## config.mk

```make
export PLATFORM = sky130hd
export DESIGN_NAME = rggen_apb_bridge
export DESIGN_NICKNAME = d
export VERILOG_FILES = /design/src/rtl/rggen_rtl_pkg.sv /design/src/rtl/rggen_access_timer.sv /design/src/rtl/rggen_apb_bridge.sv
export SDC_FILE = /design/constraint.sdc
export NUM_CORES = 1
export LEC_CHECK = 0
export ABC_CLOCK_PERIOD_IN_PS = 3000
export CAP_MARGIN = 15
export CORE_MARGIN = 2
export CORE_UTILIZATION = 34
export DETAILED_ROUTE_END_ITERATION = 16
export MAX_ROUTING_LAYER = met4
export PLACE_DENSITY = 0.76
export SLEW_MARGIN = 20
export SYNTH_ARGS = -nofsm -noshare
export SYNTH_HDL_FRONTEND = slang
export SYNTH_SLANG_ARGS = --single-unit
export TNS_END_PERCENT = 5
```

## constraint.sdc

```tcl
create_clock -name i_clk -period 3 [get_ports i_clk]
set_input_delay 0.75 -clock i_clk [delete_from_list [all_inputs] [get_ports i_clk]]
set_output_delay 0.75 -clock i_clk [all_outputs]
set_load 0.05 [all_outputs]
```

## src/rtl/rggen_rtl_pkg.sv

```systemverilog
`default_nettype none
//------------------------------------------------------------------------------
// Module  : rggen_rtl_pkg
// Purpose : Shared types for the register-access bus: response status codes
//           returned by register blocks and the access direction encoding.
// Ports   : none (package)
// Rev     : 1.0  initial release
//------------------------------------------------------------------------------
package rggen_rtl_pkg;

   typedef enum logic [1:0] {
      RGGEN_OKAY         = 2'd0,
      RGGEN_EXOKAY       = 2'd1,
      RGGEN_SLAVE_ERROR  = 2'd2,
      RGGEN_DECODE_ERROR = 2'd3
   } rggen_status;

   typedef enum logic {
      RGGEN_READ  = 1'b0,
      RGGEN_WRITE = 1'b1
   } rggen_access;

endpackage
`default_nettype wire

```

## src/rtl/rggen_access_timer.sv

```systemverilog
`default_nettype none
//------------------------------------------------------------------------------
// Module  : rggen_access_timer
// Purpose : Watchdog for an outstanding register request. Counts enabled
//           cycles since the last clear and flags the final allowed cycle.
//           TIMEOUT_CYCLES = 0 removes the counter and never expires.
// Ports   : i_clk, i_rst     clock, asynchronous active-high reset
//           i_clear          restart the count at zero
//           i_enable         request outstanding this cycle
//           o_expired        this is the last cycle the request may wait
// Rev     : 1.0  initial release
//------------------------------------------------------------------------------
module rggen_access_timer #(
   parameter int TIMEOUT_CYCLES = 16
) (
   input  logic i_clk,
   input  logic i_rst,
   input  logic i_clear,
   input  logic i_enable,
   output logic o_expired
);

   generate
      if (TIMEOUT_CYCLES == 0) begin : g_disabled
         logic w_unused_inputs;
         assign w_unused_inputs = ^{i_clk, i_rst, i_clear, i_enable};
         assign o_expired       = 1'b0;
      end else begin : g_enabled
         localparam int c_COUNT_WIDTH =
            ($clog2(TIMEOUT_CYCLES + 1) > 1) ? $clog2(TIMEOUT_CYCLES + 1) : 1;
         localparam logic [c_COUNT_WIDTH-1:0] c_ONE  = c_COUNT_WIDTH'(1);
         localparam logic [c_COUNT_WIDTH-1:0] c_MAX  = c_COUNT_WIDTH'(TIMEOUT_CYCLES);
         localparam logic [c_COUNT_WIDTH-1:0] c_LAST = c_COUNT_WIDTH'(TIMEOUT_CYCLES - 1);

         logic [c_COUNT_WIDTH-1:0] r_count;

         // Saturates at TIMEOUT_CYCLES so a long stall can never wrap back
         // into the expiry window.
         always_ff @(posedge i_clk or posedge i_rst) begin
            if (i_rst) begin
               r_count <= '0;
            end else if (i_clear) begin
               r_count <= '0;
            end else if (i_enable && (r_count != c_MAX)) begin
               r_count <= r_count + c_ONE;
            end
         end

         assign o_expired = i_enable && (r_count == c_LAST);
      end
   endgenerate

endmodule
`default_nettype wire

```

## src/rtl/rggen_apb_bridge.sv

```systemverilog
`default_nettype none
//------------------------------------------------------------------------------
// Module  : rggen_apb_bridge
// Purpose : APB4 slave that issues single-beat requests on the internal
//           register-access bus and returns a one-cycle APB completion.
//           A watchdog converts a stalled register access into SLVERR.
// Ports   : i_clk, i_rst                  clock, async active-high reset
//           i_psel..i_pwdata              APB4 request side (pprot ignored)
//           o_pready/o_pslverr/o_prdata   APB completion, valid one cycle
//           o_reg_*                       register request, held while valid
//           i_reg_ready/status/read_data  register response
// Rev     : 1.0  initial release
//------------------------------------------------------------------------------
module rggen_apb_bridge
   import rggen_rtl_pkg::*;
#(
   parameter int ADDRESS_WIDTH  = 8,
   parameter int BUS_WIDTH      = 32,
   parameter int TIMEOUT_CYCLES = 16
) (
   input  logic                     i_clk,
   input  logic                     i_rst,
   input  logic                     i_psel,
   input  logic                     i_penable,
   input  logic                     i_pwrite,
   input  logic [ADDRESS_WIDTH-1:0] i_paddr,
   input  logic [2:0]               i_pprot,
   input  logic [BUS_WIDTH/8-1:0]   i_pstrb,
   input  logic [BUS_WIDTH-1:0]     i_pwdata,
   output logic                     o_pready,
   output logic                     o_pslverr,
   output logic [BUS_WIDTH-1:0]     o_prdata,
   output logic                     o_reg_valid,
   output logic                     o_reg_write,
   output logic [ADDRESS_WIDTH-1:0] o_reg_address,
   output logic [BUS_WIDTH-1:0]     o_reg_write_data,
   output logic [BUS_WIDTH-1:0]     o_reg_mask,
   input  logic                     i_reg_ready,
   input  logic [1:0]               i_reg_status,
   input  logic [BUS_WIDTH-1:0]     i_reg_read_data
);

   typedef enum logic [1:0] {
      IDLE     = 2'd0,
      REQUEST  = 2'd1,
      RESPONSE = 2'd2
   } state_e;

   localparam int c_ADDR_LSB = $clog2(BUS_WIDTH / 8);
   localparam logic [ADDRESS_WIDTH-1:0] c_ADDR_MASK = {ADDRESS_WIDTH{1'b1}} << c_ADDR_LSB;

   state_e                     r_state;
   logic                       r_reg_valid;
   logic                       r_reg_write;
   logic [ADDRESS_WIDTH-1:0]   r_reg_address;
   logic [BUS_WIDTH-1:0]       r_reg_write_data;
   logic [BUS_WIDTH-1:0]       r_reg_mask;
   logic                       r_pready;
   logic                       r_pslverr;
   logic [BUS_WIDTH-1:0]       r_prdata;

   state_e                     w_state_next;
   logic                       w_reg_valid_next;
   logic                       w_reg_write_next;
   logic [ADDRESS_WIDTH-1:0]   w_reg_address_next;
   logic [BUS_WIDTH-1:0]       w_reg_write_data_next;
   logic [BUS_WIDTH-1:0]       w_reg_mask_next;
   logic                       w_pready_next;
   logic                       w_pslverr_next;
   logic [BUS_WIDTH-1:0]       w_prdata_next;

   logic [BUS_WIDTH-1:0]       w_strb_mask;
   logic                       w_timer_clear;
   logic                       w_timer_expired;
   rggen_access                w_access;
   rggen_status                w_status;
   logic                       w_unused_pprot;

   assign w_access       = rggen_access'(i_pwrite);
   assign w_status       = rggen_status'(i_reg_status);
   assign w_unused_pprot = ^i_pprot;

   // Byte strobes fanned out to one mask bit per data bit.
   always_comb begin
      w_strb_mask = '0;
      for (int i = 0; i < BUS_WIDTH; i++) begin
         w_strb_mask[i] = i_pstrb[i/8];
      end
   end

   rggen_access_timer #(
      .TIMEOUT_CYCLES (TIMEOUT_CYCLES)
   ) u_access_timer (
      .i_clk     (i_clk),
      .i_rst     (i_rst),
      .i_clear   (w_timer_clear),
      .i_enable  (r_state == REQUEST),
      .o_expired (w_timer_expired)
   );

   // Next-state and next-output logic. Every output is computed one cycle
   // ahead and registered, so the APB response leaves from flops.
   always_comb begin
      w_state_next          = r_state;
      w_reg_valid_next      = 1'b0;
      w_reg_write_next      = r_reg_write;
      w_reg_address_next    = r_reg_address;
      w_reg_write_data_next = r_reg_write_data;
      w_reg_mask_next       = r_reg_mask;
      w_pready_next         = 1'b0;
      w_pslverr_next        = 1'b0;
      w_prdata_next         = '0;
      w_timer_clear         = 1'b0;

      case (r_state)
         IDLE: begin
            if (i_psel && !i_penable) begin
               w_state_next          = REQUEST;
               w_reg_valid_next      = 1'b1;
               w_reg_write_next      = (w_access == RGGEN_WRITE);
               w_reg_address_next    = i_paddr & c_ADDR_MASK;
               w_reg_write_data_next = i_pwdata;
               w_reg_mask_next       = (w_access == RGGEN_WRITE) ? w_strb_mask : '1;
               w_timer_clear         = 1'b1;
            end
         end
         REQUEST: begin
            if (i_reg_ready) begin
               w_state_next   = RESPONSE;
               w_pready_next  = 1'b1;
               w_pslverr_next = (w_status == RGGEN_SLAVE_ERROR) ||
                                (w_status == RGGEN_DECODE_ERROR);
               w_prdata_next  = r_reg_write ? '0 : i_reg_read_data;
            end else if (w_timer_expired) begin
               w_state_next   = RESPONSE;
               w_pready_next  = 1'b1;
               w_pslverr_next = 1'b1;
            end else begin
               w_reg_valid_next = 1'b1;
            end
         end
         RESPONSE: begin
            w_state_next = IDLE;
         end
         default: begin
            w_state_next = IDLE;
         end
      endcase
   end

   always_ff @(posedge i_clk or posedge i_rst) begin
      if (i_rst) begin
         r_state          <= IDLE;
         r_reg_valid      <= 1'b0;
         r_reg_write      <= 1'b0;
         r_reg_address    <= '0;
         r_reg_write_data <= '0;
         r_reg_mask       <= '0;
         r_pready         <= 1'b0;
         r_pslverr        <= 1'b0;
         r_prdata         <= '0;
      end else begin
         r_state          <= w_state_next;
         r_reg_valid      <= w_reg_valid_next;
         r_reg_write      <= w_reg_write_next;
         r_reg_address    <= w_reg_address_next;
         r_reg_write_data <= w_reg_write_data_next;
         r_reg_mask       <= w_reg_mask_next;
         r_pready         <= w_pready_next;
         r_pslverr        <= w_pslverr_next;
         r_prdata         <= w_prdata_next;
      end
   end

   assign o_pready         = r_pready;
   assign o_pslverr        = r_pslverr;
   assign o_prdata         = r_prdata;
   assign o_reg_valid      = r_reg_valid;
   assign o_reg_write      = r_reg_write;
   assign o_reg_address    = r_reg_address;
   assign o_reg_write_data = r_reg_write_data;
   assign o_reg_mask       = r_reg_mask;

endmodule
`default_nettype wire

```

* Word-level counts from Yosys, hierarchy flattened
Index checks and enable logic that the tools add are counted. W data, S select, Z words.
Operators by class: equal/unequal tests 7, order comparisons 0, shift-type cells 0, $mul 0, muxes and demuxes 20, divide/modulo/power cells 0, add/subtract/negate cells 1, reductions and logical operators 9, bitwise logic cells 0
Operators with widths (number):
- $mux W32 | 4
- $mux W5 | 2
- $mux W1 | 9
- $mux W2 | 3
- $add A5 B1 Y5 const B | 1
- $eq A5 B4 Y1 const B | 1
- $ne A5 B5 Y1 const B | 1
- $eq A2 B2 Y1 const B | 2
- $pmux W2 S2 | 1
- $reduce_and A2 Y1 | 2
- $logic_and A1 B1 Y1 | 3
- $ne A3 B3 Y1 const B | 1
- $eq A2 B1 Y1 const B | 1
- $logic_not A2 Y1 | 1
- $ne A2 B2 Y1 const B | 1
- $pmux W1 S2 | 1
- $reduce_bool A2 Y1 | 1
- $logic_not A1 Y1 | 1
- $logic_or A1 B1 Y1 | 1
Word-level totals: RAM bits 0, register bits 113, logic and storage cells 47, output and inout bits 108, latch bits 0, input port bits 87, memories kept 0, bits in read-only memories 0

* Depth between registers and ports, before layout
depth after elaboration 5, gate-level depth with buffers 5, mapped depth without buffers 5

* By module
Synthesis repeated with hierarchy kept, for this count alone.
Second synthesis, totals: cells, all modules 242, area, all modules 3574.7 µm²
By module, submodules not included:
- rggen_apb_bridge | instances 1, area each 3270.6 µm², cells an instance 211, sequential area each 2001.9 µm²
- rggen_access_timer | instances 1, area each 304.0 µm², cells an instance 31, sequential area each 125.1 µm²

* Least setup slack after synthesis
No wires, ideal clock.
path kind register to output, from register, netlist name o_reg_mask[15], to output o_reg_mask[10], data arrival time 1.014 ns, slack 1.236 ns, buffers on the path 1, data required time 2.250 ns, stages on the path, launching flop included 2, cell sequence dfrtp_1 > buf_4
RTL lines:
- end: declaration | RTL line rggen_apb_bridge.sv:37 | output logic [BUS_WIDTH-1:0] o_reg_mask,

==> results.toml <==
[critical_path]
crit_fanout = 9
worstSetupPathType = "flip-flop to output port"
reg2reg_slack_ns = 1.43
crit_required_ns = 2.25
worstPathArrival_ns = 1.71
reg2reg_depth = 4
critPathSlowestCell = "clkdlybuf4s50_1"
crit_family = "buffers and inverters"
critPathMaxStageDelay_ns = 0.88
startpoint_type = "flip-flop"
r2r-start = "r_state[0]"
crit_buf_inv = 1
cp_cell_sequence = "clkdlybuf4s50_1"
endpoint_kind = "output port"
r2r_end = "o_reg_address[6]"

[placed_design]
hpwl_mm = 6.09
portBuffers = 186
dp_cells = 609
gp_congestion = 0.760

[cts]
clk_pin_slew_ns = 0.08
cts_buffers = 9
cts_tree = "yes"
hold_buffers = 0
clk_latency_ns = 0.34
ctsResizeCount = 0
htreeDepth = 3
cts_setup_buffers = 0
clk_path_buf_depth = 2
clock-sinks = 85
root_buffer = "clkbuf_8"

[timing]
timing.fmax_mhz = 407
tns_ns = 0
slew_viol_final = 0
max_slew_margin = 0.637
fin_skew_ns = 0.0123
worst_slew_pin_slew_ns = 0.544
rsz0062_at_grt = "false"
min_period_ns = 2.46
setup_viol = 0
fin_crit_sh = 0.820
final_hold_viol_count = 0

[global_route]
antenna_found_initial = 0
met1_usage = 0.174
grt_pass1_vias = 2706
met2_usage = 0.258
grt_max_degree = 56
gr-usage-met3 = 0.0551
busiest_layer = "met2"
grt_util_all_layers = 0.157
gr-total-overflow = 0
grt_pass1_wl_mm = 13.1

[detailed_routing]
viasPerCell = 4.23
drt_iter0_markers = 115
post-route-drc-count = 0
drtAntennaViolNets = 0
dr.pass1.iters = 4
routed_wl_mm = 8.05
vias = 2640
routedWlPerCell_um = 12.9

[pwr]
switching_share = 0.431
p_int_mw = 2.25
p_comb_frac = 0.460
switchingPower_mw = 1.70
seq_power_share = 0.370
clkPwrFrac = 0.170
vdd_ir_drop_max_mv = 0.310
cellLeakagePower_nw = 2.54
powerDensity_nw_per_um2 = 740

[die]
core_area_um2 = 9730
die_h_um = 104
die_w_um = 104
initial_core_util = 0.349
rows = 36
dieArea_um2 = 10800
ioPinCount = 195

[synthesis]
ys_types = 28
synth_area_um2 = 3400
syn_inst = 326
synth_warnings = 0
yosysSeqAreaShare = 0.626
avgSynthCellArea_um2 = 10.4
ys_ff_latch = 85

[final_layout]
instances_no_fill = 624
final_common_cell = "clkdlybuf4s50_1"
final_cell_mix = "186 x clkdlybuf4s50_1, 119 x nand2_1, 85 x dfrtp_1, 32 x and2_1"
drive_gt1_frac = 0.0448
antennaDiodeCount = 0
nets = 577
syn_to_final_growth_pct = 57.3

[worst_hold_path]
holdCritStartpoint = "o_reg_write_data[13]"
worst_hold_path.num_cells = 2
hp-class = "flip-flop to flip-flop"
worstHoldEndpoint = "o_reg_write_data[13]"

[run_status]
outcome = "completed"

[run]
cap_violations = 0
worst max path at each step:
stage | from | end | slack, ns | cells past startpoint
5_1_grt | o_reg_mask[30] | o_reg_mask[27] | 0.47 | 1
6_report | o_reg_mask[7] | o_reg_mask[0] | 0.54 | 1
3_5_place_dp | i_penable | o_reg_write_data[18] | 0.72 | 5
3_3_place_gp | i_penable | o_reg_write_data[12] | 0.75 | 5
4_1_cts | o_reg_mask[7] | o_reg_mask[0] | 0.51 | 1
2_1_floorplan | i_rst | o_prdata[0] | 0.06 | 1
power by group through the flow:
stage	Clock (mW)	Combinational (mW)	Sequential (mW)
after global routing	0.764	1.90	1.49
after floorplan	0	0.678	2.06
after detailed placement	0	1.83	1.49
after CTS	0.711	1.84	1.46
after global placement	0	1.80	1.48
final	0.672	1.82	1.46
registers in the layout (all words and copies together) (netlist names):
signal / cells
o_prdata: 32
o_pready: 1
o_pslverr: 1
o_reg_address: 6
o_reg_mask: 4
o_reg_valid: 1
o_reg_write: 1
o_reg_write_data: 32
r_state: 2
u_access_timer.g_enabled.r_count: 5
stage by stage:
step | hold WS, ns | total power, mW | instance area (um^2) | utilization | setup slack, ns
after floorplan | 0.460 | 2.74 | 3400 | - | 0.0565
after global placement | 0.458 | 3.28 | 5190 | 0.533 | 0.746
after detailed placement | 0.463 | 3.32 | 5190 | 0.533 | 0.716
after CTS | 0.483 | 4.01 | 5340 | 0.549 | 0.512
after global routing | 0.491 | 4.16 | 5340 | 0.549 | 0.471
final | 0.477 | 3.95 | 5340 | 0.549 | 0.541
Yosys cell counts:
cell,count,area (um^2)
nand2_1,119,447
dfrtp_1,85,2130
and2_1,32,200
buf_4,30,225
inv_1,9,33.8
nor2_1,9,33.8
buf_2,6,30.0
a31oi_1,4,25.0
buf_6,4,45.0
clkbuf_1,3,11.3
ha_1,3,37.5
mux2i_1,3,30.0
a21o_1,2,15.0
and3_1,2,12.5
nor2b_1,2,12.5
a211o_1,1,8.76
a211oi_1,1,7.51
a221oi_1,1,8.76
a31o_1,1,8.76
conb_1,1,3.75
nand2b_1,1,6.26
nand4_1,1,6.26
nor3b_1,1,7.51
nor3b_2,1,12.5
nor4b_2,1,15.0
nor4bb_1,1,10.0
o21bai_1,1,7.51
or4b_1,1,10.0
logic make-up (layout without fill, tap and decap cells):
logic type,Yosys count,after routing,share of synthesized area
AO/OA/AOI/OAI,11,11,0.0239
adder cells (fa/ha/maj),3,3,0.0110
buffers and inverters,52,216,0.102
flip-flops,85,85,0.626
multiplexers,3,3,0.00884
other,1,2,0.00110
AND/OR/NAND/NOR,171,171,0.228
metal layers:
metal | share of wire | wire length [um]
met1 | 0.40 | 3240
met2 | 0.50 | 4010
met3 | 0.078 | 624
met4 | 0.021 | 167
met5 | 0 | 0
layout make-up:
cell class                 instances  area, um^2
clock buffer                      11         131
sequential                        85        2130
clock inverter                     4        26.3
inverter                           9        35.0
multi-input combinational        190         938
fill                             880        4390
tap                              133         166
timing repair buffer             192        1920
(Power assumes the default switching activity.)
==> patch 1, RTL diff (same settings) <==
`BUS_WIDTH`: 32 -> 16.
--- a/src/rtl/rggen_apb_bridge.sv
+++ b/src/rtl/rggen_apb_bridge.sv
@@ -15,7 +15,7 @@
    import rggen_rtl_pkg::*;
 #(
    parameter int ADDRESS_WIDTH  = 8,
-   parameter int BUS_WIDTH      = 32,
+   parameter int BUS_WIDTH      = 16,
    parameter int TIMEOUT_CYCLES = 16
 ) (
    input  logic                     i_clk,
Interface: changed (6 resized); port bits go from 195 to 113. The function was not compared with the original's and may differ.
==> patch 1 against the unedited design <==
- worst setup slack better by 0.079 ns
- first-iteration DRC count down 68%
- design area down 38%
- sequential cell count down 33
- sequential power down 37%
- sequential share of layout area down 0.26 points
- register-to-register slack worse by 0.18 ns
- clock power down 25%
- wire length down 41%
- highest routed layer unchanged
- cell count down 40%
- area after synthesis down 38%
- critical endpoint is now o_reg_mask[7]
- worst hold slack better by 0.0036 ns
- total power down 37%
- critical path type unchanged
- utilization up 0.33 points
==> patch 1: results (changes against the unedited design) <==
Outcome
  – Status: complete, no violations

Global route
  – Number of global-route vias before repair: 1,725 (-36%)
  – GRT Total Usage: 15.1% (-0.64 points)
  – Met3 usage: 4.97% (-0.54 points)
  – Routing usage on met2: 24.0% (-1.9 points)
  – Initial antenna violation count: 0 (unchanged)
  – Global-route wire length before repair: 8090 um (-38%)
  – M1 GR Usage: 18.4% (+0.93 points)
  – Largest net degree at the start of global routing: 25 (-55%)

Clock tree
  – Num CTS Buffers: 5 (-4)
  – H-tree level count: 2 (-1)
  – Clk buf depth: 2 (unchanged)
  – Worst-skew pair later-pin latency: 0.31 ns (-0.03 ns)

Synthesis
  – Yosys top cell area share: 61.4% (-1.2 points)
  – Post-synth cell types: 26 (-7.1%)
  – Ys flop type: dfrtp_1
  – Post-synth EDFFs: 0 (unchanged)
  – Top post-synthesis cells by area: dfrtp_1, nand2_1, buf_4, and2_1, ha_1
  – Synth warn: 0 (unchanged)
  – Sequential share of the synthesized area: 61.4% (-1.2 points)
  – Syn Inst Count: 206 (-37%)
  – Top cells by count, synth: nand2_1, dfrtp_1, and2_1, buf_4, nor2_1

Setup path
  – FF-to-FF Start: r_state[1]$_DFFE_PP0P_
  – Crit-path max cell delay: 0.86 ns (-0.02 ns)
  – Setup slack, reg-to-reg: 1.25 ns (-0.18 ns)
  – Delay-heaviest family, CP: buffers and inverters
  – CP endpoint: o_reg_mask[7]
  – RR Endpoint: o_prdata[13]$_DFF_PP0_
  – Worst r2r path cells: 3 (-1)
  – Data arrival, critical path: 1.63 ns (-0.08 ns)

Detailed routing
  – Via/cell ratio: 4.48 (+5.8%)
  – Initial DRC Count: 37 (-68%)
  – DR WL/cell: 12.5 um (-3.1%)

Place
  – Port Buf Inserts: 106 (-43%)
  – Post-DP HPWL: 3630 um (-40%)
  – Final RePlAce weighted congestion: 0.752 (-1.0%)
  – Number of cells after detailed placement: 369 (-39%)

Layout
  – Fraction of layout cells with a size suffix above 1: 5.63% (+1.1 points)
  – Layout net count: 357 (-38%)
  – Finished Layout Cells: 377 (-40%)
  – Fill cells: 538 (-39%)

Timing
  – Skew final: 0.0129 ns (+0.000565 ns)
  – Tightest Pin Transition: 0.656 ns (+0.111 ns)

Pwr
  – Static Leak: 1.54 nW (-39%)
  – Worst IR drop on VDD: 0.362 mV (+16%)
==> patch 1: tightest hold or removal path: stages, from the launching register on <==
cell	delay (ns)
dfrtp_1	0.35
nand2_1	0.05
nand2_1	0.05
==> patch 1: worst min-delay path by stage <==
stage | start | to | slack (ns) | cells after the start
finish | o_reg_write_data[3]$_DFFE_PP0P_ | o_reg_write_data[3]$_DFFE_PP0P_ | 0.48 | 2
global route | o_reg_address[2]$_DFFE_PP0P_ | o_reg_address[2]$_DFFE_PP0P_ | 0.51 | 2
CTS | o_reg_write_data[3]$_DFFE_PP0P_ | o_reg_write_data[3]$_DFFE_PP0P_ | 0.49 | 2
detailed placement | o_reg_write_data[10]$_DFFE_PP0P_ | o_reg_write_data[10]$_DFFE_PP0P_ | 0.47 | 2
global placement | o_reg_write_data[14]$_DFFE_PP0P_ | o_reg_write_data[14]$_DFFE_PP0P_ | 0.46 | 2
floorplan | u_access_timer.g_enabled.r_count[0]$_DFFE_PP0P_ | u_access_timer.g_enabled.r_count[0]$_DFFE_PP0P_ | 0.51 | 1
==> patch 1: through the flow <==
stage          util (%)  hold slack (ns)  instance area, um2  setup slack (ns)
6_report           55.3            0.481                3290             0.619
5_1_grt            55.3            0.506                3290             0.510
4_1_cts            55.3            0.488                3290             0.591
3_5_place_dp       53.2            0.466                3170             0.486
3_3_place_gp       53.2            0.458                3170             0.506
2_1_floorplan         -            0.506                2120             0.992
==> patch 1: report_power, final <==
| part | total [mW] | switching, mW | internal (mW) | leakage (nW) |
|---|---|---|---|---|
| sequential | 0.918 | 0.0905 | 0.828 | 0.673 |
| clock | 0.504 | 0.231 | 0.273 | 0.0614 |
| combinational | 1.09 | 0.710 | 0.377 | 0.810 |
==> patch 1: kinds of logic after synthesis <==
family / count (synthesis) / share of synthesized area [%]
AO/OA/AOI/OAI: 7 / 2.42
adder cells (fa/ha/maj): 3 / 1.77
buffers and inverters: 30 / 8.33
flip-flops: 52 / 61.4
multiplexers: 3 / 1.48
other: 1 / 0.177
AND/OR/NAND/NOR: 110 / 24.4
==> patch 1: per-layer routing <==
layer | share of wire, % | vias up
li1 | - | 820
met1 | 45 | 785
met2 | 46 | 79
met3 | 7.6 | 4
met4 | 1.3 | 0
met5 | 0 | -
==> patch 1: area by class of cell <==
cell class / instances / share of cell area (%)
clock buffer: 6 / 2.51
inverter: 7 / 0.798
sequential: 52 / 39.5
timing repair buffer: 111 / 33.4
multi-input combinational: 124 / 19.7
clock inverter: 2 / 1.18
tap: 75 / 2.85
==> patch 2, RTL diff (same settings) <==
Made on the original files. Re-encode `state_e` (3 states) as one-hot, 3 bits wide.
--- a/src/rtl/rggen_apb_bridge.sv
+++ b/src/rtl/rggen_apb_bridge.sv
@@ -40,10 +40,10 @@
    input  logic [BUS_WIDTH-1:0]     i_reg_read_data
 );
 
-   typedef enum logic [1:0] {
-      IDLE     = 2'd0,
-      REQUEST  = 2'd1,
-      RESPONSE = 2'd2
+   typedef enum logic [2:0] {
+      IDLE     = 3'b001,
+      REQUEST  = 3'b010,
+      RESPONSE = 3'b100
    } state_e;
 
    localparam int c_ADDR_LSB = $clog2(BUS_WIDTH / 8);
Formal check against the unedited RTL: same outputs for any inputs over 10 cycles, from zero or initial values and one cycle with i_rst high; not proved beyond that.
==> patch 2 against the unedited design <==
- total power decreased by 4.4%
- design area rose by 0.63%
- largest power group unchanged
- wire length is 4.4% higher
- worst setup slack improved by 0.013 ns
- area after synthesis down 0.26%
- register-to-register slack improved by 0.06 ns
- critical path depth unchanged
- sequential cell count increased by 1
- clock skew fell by 0.0012 ns
- critical endpoint is now o_reg_mask[14]
- non-clock buffer count increased by 1
- highest routed layer unchanged
- worst hold slack better by 0.0014 ns
- sequential share of layout area increased by 0.24 points
==> patch 2: results (changes against the unedited design) <==
Layout
  – Fill cells: 868 (-1.4%)
  – Fraction of layout cells with a size suffix above 1: 5.23% (+0.75 points)
  – Finished Layout Cells: 630 (+0.96%)
  – Layout net count: 582 (+0.87%)

Synthesis
  – Top cells by count, synth: nand2_1, dfrtp_1, buf_4, and2_1, nor2_1
  – Post-synth cell types: 23 (-18%)
  – Sequential share of the synthesized area: 63.5% (+0.94 points)
  – Syn Area/Cell: 10.3 um2 (-1.5%)
  – Top post-synthesis cells by area: dfrtp_1, nand2_1, buf_4, and2_1, ha_1

Setup path
  – Crit-path max cell delay: 0.87 ns

Pwr
  – Comb power frac: 43.2% (-2.8 points)
  – Total sequential power: 1.40 mW (-4%)
  – Worst IR drop on VDD: 0.346 mV (+11%)
  – Comb pwr: 1.63 mW (-10%)
  – Psw: 1.60 mW (-5.9%)
  – Static Leak: 2.52 nW (-0.51%)

Timing
  – Tightest Pin Transition: 0.540 ns (-0.00422 ns)
  – Skew final: 0.0111 ns (-0.00119 ns)

Place
  – Post-DP HPWL: 6150 um (+1.1%)
  – Number of cells after detailed placement: 614 (+0.82%)
  – DP Area: 5200 um2 (+0.27%)
  – DP Worst Slack: 0.619 ns (-0.0969 ns)
  – Final RePlAce weighted congestion: 0.751 (-1.2%)

Detailed routing
  – Via Count: 2,707 (+2.5%)
  – Initial DRC Count: 111 (-3.5%)
  – DR WL/cell: 13.3 um (+3.4%)

Global route
  – Global-route wire length before repair: 13,800 um (+5.6%)
  – GRT Total Usage: 16.8% (+1.1 points)
  – Largest net degree at the start of global routing: 87 (+55%)
  – Number of global-route vias before repair: 2,765 (+2.2%)

Hold path
  – Hold WC Path Type: flip-flop to flip-flop

Outcome
  – Status: complete, no violations

Clock tree
  – Clk buf depth: 2 (unchanged)
patch 2: path summary, 6_finish.rpt:
| kind | from | endpoint | slack (ns) | depth (start not counted) |
|---|---|---|---|---|
| max | o_reg_mask[15]$_DFFE_PP0P_ | o_reg_mask[14] | 0.55 | 1 |
| min | o_reg_write_data[15]$_DFFE_PP0P_ | o_reg_write_data[15]$_DFFE_PP0P_ | 0.48 | 2 |
| max reg2reg | r_state[2]$_DFFE_PP0P_ | o_reg_write_data[31]$_DFFE_PP0P_ | 1.49 | 5 |
| min reg2reg | o_reg_write_data[15]$_DFFE_PP0P_ | o_reg_write_data[15]$_DFFE_PP0P_ | 0.48 | 2 |
| max in group asynchronous | i_rst | r_state[0]$_DFFE_PP1P_ | 1.82 | 3 |
| min in group asynchronous | i_rst | o_reg_address[2]$_DFFE_PP0P_ | 0.81 | 3 |
patch 2: layout make-up:
class,instances,area [um2],share of cell area (%)
clock inverters,4,32.5,0.605
repair buffers,193,1930,35.8
inverters,4,16.3,0.302
well taps,133,166,3.09
flip-flops and latches,86,2150,40.0
clock buffers,12,145,2.70
multi-input cells,198,937,17.4
patch 2: metal layers:
layer	track usage (%)	vias up	wire length, um
met5	-	-	0
met4	6.37	0	123
met3	6.42	11	765
met2	25.9	142	3890
met1	20.0	1252	3610
li1	-	1302	-
patch 2: kinds of logic after synthesis:
logic type | after synthesis | synth area share, %
buffers and inverters | 47 | 9.08
other | 1 | 0.111
flip-flops | 86 | 63.5
XOR/XNOR | 1 | 0.258
multiplexers | 2 | 0.591
AO/OA/AOI/OAI | 9 | 1.74
AND/OR/NAND/NOR | 181 | 23.6
adder cells (fa/ha/maj) | 3 | 1.11
